$ cat config.mk
export PLATFORM = sky130hd
export DESIGN_NAME = dpsk_tx_sequencer
export DESIGN_NICKNAME = d
export VERILOG_FILES = /design/src/rtl/dpsk_tx_sequencer.sv
export SDC_FILE = /design/constraint.sdc
export NUM_CORES = 1
export LEC_CHECK = 0
export CAP_MARGIN = 20
export CORE_UTILIZATION = 50
export DETAILED_ROUTE_END_ITERATION = 10
export PLACE_DENSITY = 0.73
export SLEW_MARGIN = 20
export SYNTH_ARGS = -nofsm -noshare
export SYNTH_HDL_FRONTEND = slang
export SYNTH_SLANG_ARGS = --single-unit
$ cat constraint.sdc
create_clock -name clk -period 4 [get_ports clk]
set_input_delay 1.2 -clock clk [delete_from_list [all_inputs] [get_ports clk]]
set_output_delay 1.2 -clock clk [all_outputs]
set_load 0.02 [all_outputs]
$ cat src/rtl/dpsk_tx_sequencer.sv
// DPSK transmit frame sequencer: preamble of 1-bits followed by payload bytes MSB first,
// differentially encoded onto a 1-bit phase output held for SPS sample ticks per symbol.
module dpsk_tx_sequencer #(
    parameter int unsigned SPS           = 8,
    parameter int unsigned PREAMBLE_SYMS = 16
) (
    input  logic       clk,
    input  logic       r,
    input  logic       tick,
    input  logic       in_valid,
    input  logic [7:0] in_data,
    input  logic       in_last,
    output logic       in_ready,
    output logic       phase,
    output logic       sym_strobe,
    output logic       busy,
    output logic       done,
    output logic       underrun
);

    localparam int unsigned SW = $clog2(SPS);
    // A single-symbol preamble would give a zero-width counter; keep at least one bit.
    localparam int unsigned PW = (PREAMBLE_SYMS > 1) ? $clog2(PREAMBLE_SYMS) : 1;
    localparam logic [SW-1:0] SAMP_LAST = SW'(SPS - 1);
    localparam logic [PW-1:0] PRE_LAST  = PW'(PREAMBLE_SYMS - 1);

    typedef enum logic [1:0] {IDLE, PREAMBLE, DATA} state_t;

    state_t        state;
    logic [SW-1:0] samp_cnt;
    logic [PW-1:0] pre_cnt;
    logic [2:0]    bit_idx;
    logic [7:0]    data_q;
    logic          last_q;

    logic sym_end;
    logic pre_done;
    logic byte_end;
    logic refill;
    logic frame_end;

    always_comb begin
        sym_end   = (state != IDLE) && tick && (samp_cnt == SAMP_LAST);
        pre_done  = (state == PREAMBLE) && (pre_cnt == PRE_LAST);
        byte_end  = (state == DATA) && (bit_idx == 3'd0);
        refill    = sym_end && (pre_done || (byte_end && !last_q));
        frame_end = sym_end && byte_end && last_q;
        in_ready  = refill;
        busy      = (state != IDLE);
    end

    always_ff @(posedge clk or posedge r) begin
        if (r) begin
            state      <= IDLE;
            samp_cnt   <= '0;
            pre_cnt    <= '0;
            bit_idx    <= '0;
            data_q     <= '0;
            last_q     <= 1'b0;
            phase      <= 1'b0;
            sym_strobe <= 1'b0;
            done       <= 1'b0;
            underrun   <= 1'b0;
        end else begin
            sym_strobe <= 1'b0;
            done       <= 1'b0;
            underrun   <= 1'b0;
            case (state)
                IDLE: begin
                    // Start does not consume the byte; it is taken at the end of the preamble.
                    if (in_valid) begin
                        state      <= PREAMBLE;
                        phase      <= 1'b1;
                        sym_strobe <= 1'b1;
                        samp_cnt   <= '0;
                        pre_cnt    <= '0;
                        bit_idx    <= '0;
                    end
                end
                PREAMBLE, DATA: begin
                    if (tick) begin
                        samp_cnt <= sym_end ? '0 : samp_cnt + SW'(1);
                    end
                    if (sym_end) begin
                        if (refill) begin
                            if (in_valid) begin
                                state      <= DATA;
                                data_q     <= in_data;
                                last_q     <= in_last;
                                bit_idx    <= 3'd7;
                                phase      <= phase ^ in_data[7];
                                sym_strobe <= 1'b1;
                            end else begin
                                state    <= IDLE;
                                phase    <= 1'b0;
                                underrun <= 1'b1;
                                pre_cnt  <= '0;
                                bit_idx  <= '0;
                            end
                        end else if (frame_end) begin
                            state   <= IDLE;
                            phase   <= 1'b0;
                            done    <= 1'b1;
                            pre_cnt <= '0;
                            bit_idx <= '0;
                        end else if (state == PREAMBLE) begin
                            pre_cnt    <= pre_cnt + PW'(1);
                            phase      <= ~phase;
                            sym_strobe <= 1'b1;
                        end else begin
                            bit_idx    <= bit_idx - 3'd1;
                            phase      <= phase ^ data_q[bit_idx - 3'd1];
                            sym_strobe <= 1'b1;
                        end
                    end
                end
                default: state <= IDLE;
            endcase
        end
    end

endmodule

* Word level (Yosys, flattened, before mapping) *
Index checks and enable logic that the tools add are counted.

word-level totals
  output and inout bits = 6
  bits in registers = 25
  logic and storage cells = 94
  input bits = 13

operators by class
  $add $sub $neg = 3
  mux-type cells = 45
  $lt $le $gt $ge = 1
  bitwise gates (word level) = 3
  reductions and logical operators = 21
  eq/ne operators = 11

operator list
  operator                                             number
  2-to-1 mux 3 bit                                     8
  2-to-1 mux 4 bit                                     6
  2-to-1 mux 1 bit                                     19
  one-hot mux 3 bit (2 select lines)                   2
  2-to-1 mux 2 bit                                     5
  AND reduction 3 bit                                  3
  logical AND 1 bit                                    8
  != test 4 bit (second input constant)                2
  one-hot mux 4 bit (2 select lines)                   1
  AND reduction 4 bit                                  2
  != test 2 bit (second input constant)                3
  != test 3 bit (second input constant)                2
  AND reduction 5 bit                                  1
  adder 4 x 1 -> 4 bit (second input constant)         1
  equality test 4 bit (second input constant)          1
  < comparator 3 x 4 -> 1 bit (second input constant)  1
  one-hot mux 1 bit (2 select lines)                   2
  one-hot mux 2 bit (2 select lines)                   1
  nonzero test 2 bit                                   2
  adder 3 x 1 -> 3 bit (second input constant)         1
  binary-select mux 1 bit (select 3 bit)               1
  equality test 3 bit (second input constant)          1
  zero test 3 bit                                      1
  subtractor 3 x 1 -> 3 bit (second input constant)    1
  other kinds (8)                                      9

* Logic depth before layout (Yosys ltp) *
Gate-level depths: netlist of the first run.

  depth in word-level cells = 9
  depth in mapped cells = 9
  depth with buffers taken out = 8

* Worst setup path before layout of the first run *
Ideal clock, no wire load.

  path kind = in2out
  start = in tick
  end = out in_ready
  buffers on the path = 0
  slack = 1.156 ns
  cell stages on the path = 2
  data required time = 2.800 ns
  arrival = 1.644 ns
  cell sequence = nand3b_1 -> nor2_1

on the way
  longest elaborated chain between the ends = 3

RTL lines
  what                             RTL line  RTL
  start, declared                  9         input logic tick,
  logical AND 1 bit (2 in series)  43        sym_end = (state != IDLE) && tick && (samp_cnt == SAMP_LAST);
  logical AND 1 bit                46        refill = sym_end && (pre_done || (byte_end && !last_q));
  end, declared                    13        output logic in_ready,

Every way passes these cells.

* Worst setup path after layout of the first run *
Ends and elaborated chain as after synthesis.

==> results.md, run 1 <==
- Status: completed
- Syn nets: 160
- Rel. slew slack: 0.515
- Static leakage: 0.782 nW
- RSZ-0062 raised after global routing: no
- WL met3: 154 um
- Endpoints failing hold: 0
- Gate Count Post-Synth: 137
- Worst EP required: 2800 ps
- CTS tree: built
- Area occupied by registers: 626 sq um
- WL/cell: 14.6 um
- Final core utilization: 0.618
- DRC: 0
- CTS Root Cell: clkbuf_4
- Yosys Warn Count: 0
- Top layer in use: met4
- Synth unique cells: 38
- Vias in the first global route: 1072
- # hold bufs at CTS: 0
- Setup crit end kind: primary output
- Synth top cells by count: dfrtp_1 (25), ha_1 (10), mux2_1 (10)
- Port Buffers: 18
- Worst hold margin: 501 ps
- Post-synth ARST share: 1.00
- Share of cells above drive strength 1: 0.0823
- Post-CTS Resized: 0
- Initial antenna violation count: 0
- Starting density of the core: 0.525
- Total wire length: 2770 um
- 1st-pass router iterations: 4
- Syn Area/Cell: 10.6 sq um
- Worst min-delay path category: flop to flop
- Clock Latency Late Sink: 320 ps
- N_diodes: 0
- Gp weighted congestion: 0.772
- Total clock buffers created by CTS: 3
- Max-Cap Viols: 0
- Multi-input gate area: 763 sq um
- Reg2Reg Setup Slack: 1500 ps
- Die Y: 55.8 um
- Largest net degree at the start of global routing: 26
- Area grow syn2layout: 17.7%
- Setup Crit Path Kind: primary input to primary output
- Die Wd: 55.8 um
- Clock Tree Buf Depth: 2
- Routed wl met2: 1300 um
- Clk sinks: 25
- Worst slew pin tran: 726 ps
- Min Tclk post-route: 3750 ps
- Antenna Nets Post-Route: 0
- Full die area: 3110 sq um
- Post-synth top area cell: dfrtp_1
- Fin nets: 182
- Top_reg_cell synth: dfrtp_1
- Slew Limit Fails: 0
- Total Routing Usage GR: 0.200
- Setup violators final: 0
- Arrival time worst endpoint: 2550 ps
- Metal-1 WL: 1290 um
- Tcrit/Tclk final: 0.936
- PD cells: 539 nW/um^2
- FF+latch count, synth: 25
- Fmax: 267 MHz
- Layout fillers: 223
- Worst Clk Skew: 4.08 ps
- Crit start category: primary input
- Most common cell in the synthesized netlist: dfrtp_1
- Via density per instance: 5.70
- Setup TNS Final: 0 ps
- Clk slew on worst S/H paths: 130 ps
- # rows: 19
- Post-DP HPWL: 2030 um
- Crit-path max FO: 5
- Post-synth EDFFs: 0
- Power Total: 917 uW
- Setup bufs post-CTS: 0
- Core ar.: 2760 sq um
- First-pass GRT wire length: 4870 um
- Routed via count: 1077
- Congestion Overflow GR: 0
- Post-Syn Area: 1450 sq um
- Post-synth top area share: 0.433
- VDD IR-drop max: 0.000365 V
- # IOs: 19
- Synth area leaders: dfrtp_1 (43%), ha_1 (8.7%), mux2_1 (7.8%)
- Register area share after synthesis: 0.433
- H-tree levels: 1
- DR iter-0 viols: 25
[where the power goes]
| part | switching [mW] | internal (mW) |
|---|---|---|
| Clock | 0.0731 | 0.0390 |
| Combinational | 0.242 | 0.214 |
| Sequential | 0.0419 | 0.306 |
| Total | 0.357 | 0.560 |
[final timing paths]
| path | startpoint | to | depth (start not counted) |
|---|---|---|---|
| hold reg to reg | samp_cnt[0] | samp_cnt[0] | 1 |
| max in group asynchronous | r | state[1] | 3 |
| min in group asynchronous | r | data_q[5] | 2 |
| setup / recovery | tick | in_ready | 4 |
| hold / removal | samp_cnt[0] | samp_cnt[0] | 1 |
| setup reg to reg | bit_idx[0] | pre_cnt[3] | 8 |
[flip-flops by register name (all words and copies together) (netlist names)]
name,count
bit_idx,3
data_q,8
done,1
last_q,1
phase,1
pre_cnt,4
samp_cnt,3
state,2
sym_strobe,1
underrun,1
[area by class of cell]
class	count	area share
Clock buffer	4	0.0154
Multi-Input combinational cell	100	0.448
Sequential cell	25	0.367
Inverter	9	0.0198
Tap cell	31	0.0228
Timing Repair Buffer	20	0.126
[worst max-delay path, cell delays in order]
cell             delay, ps
clkdlybuf4s50_1        530
nand3b_1               110
nor2_1                  90
clkdlybuf4s50_1        600
[routing by layer]
metal	vias up	track usage
li1	539	-
met1	505	0.260
met2	31	0.332
met3	2	0.0512
met4	0	0.0536
met5	-	0
[stage by stage]
step | instances | instance area (sq um) | setup slack, ps
floorplan | 137 | 1450 | 1160
global placement | 184 | 1650 | 270
detailed placement | 184 | 1650 | 266
CTS | 188 | 1680 | 247
global route | 189 | 1700 | 208
finish | 189 | 1700 | 255
[logic make-up after synthesis]
kind of cell    Yosys count  share of synthesized area
mux                      20                      0.153
compound gates           27                      0.119
simple gates             42                      0.163
xor+xnor                  1                    0.00606
fa+ha+maj                10                     0.0865
flops                    25                      0.433
buf+inv                  12                     0.0398
[cells in the final DEF, fill, tap and decap left out, drive strengths merged, types with 4 or more instances in the layout]
master,netlist,final
mux2i,6,6
nand3,9,9
nand2,10,10
mux2,14,14
clkbuf,0,4
ha,10,10
inv,9,9
nor2,9,9
a21oi,4,4
dfrtp,25,25
clkdlybuf4s50,0,18
o21ai,14,14
(Power assumes the default switching activity.)
==> run 2: changes to the inputs <==
Settings changed: HOLD_SLACK_MARGIN set to 0.05.
==> results of run 2 <==
Final layout, timing and power as in run 1 (identical DEF).
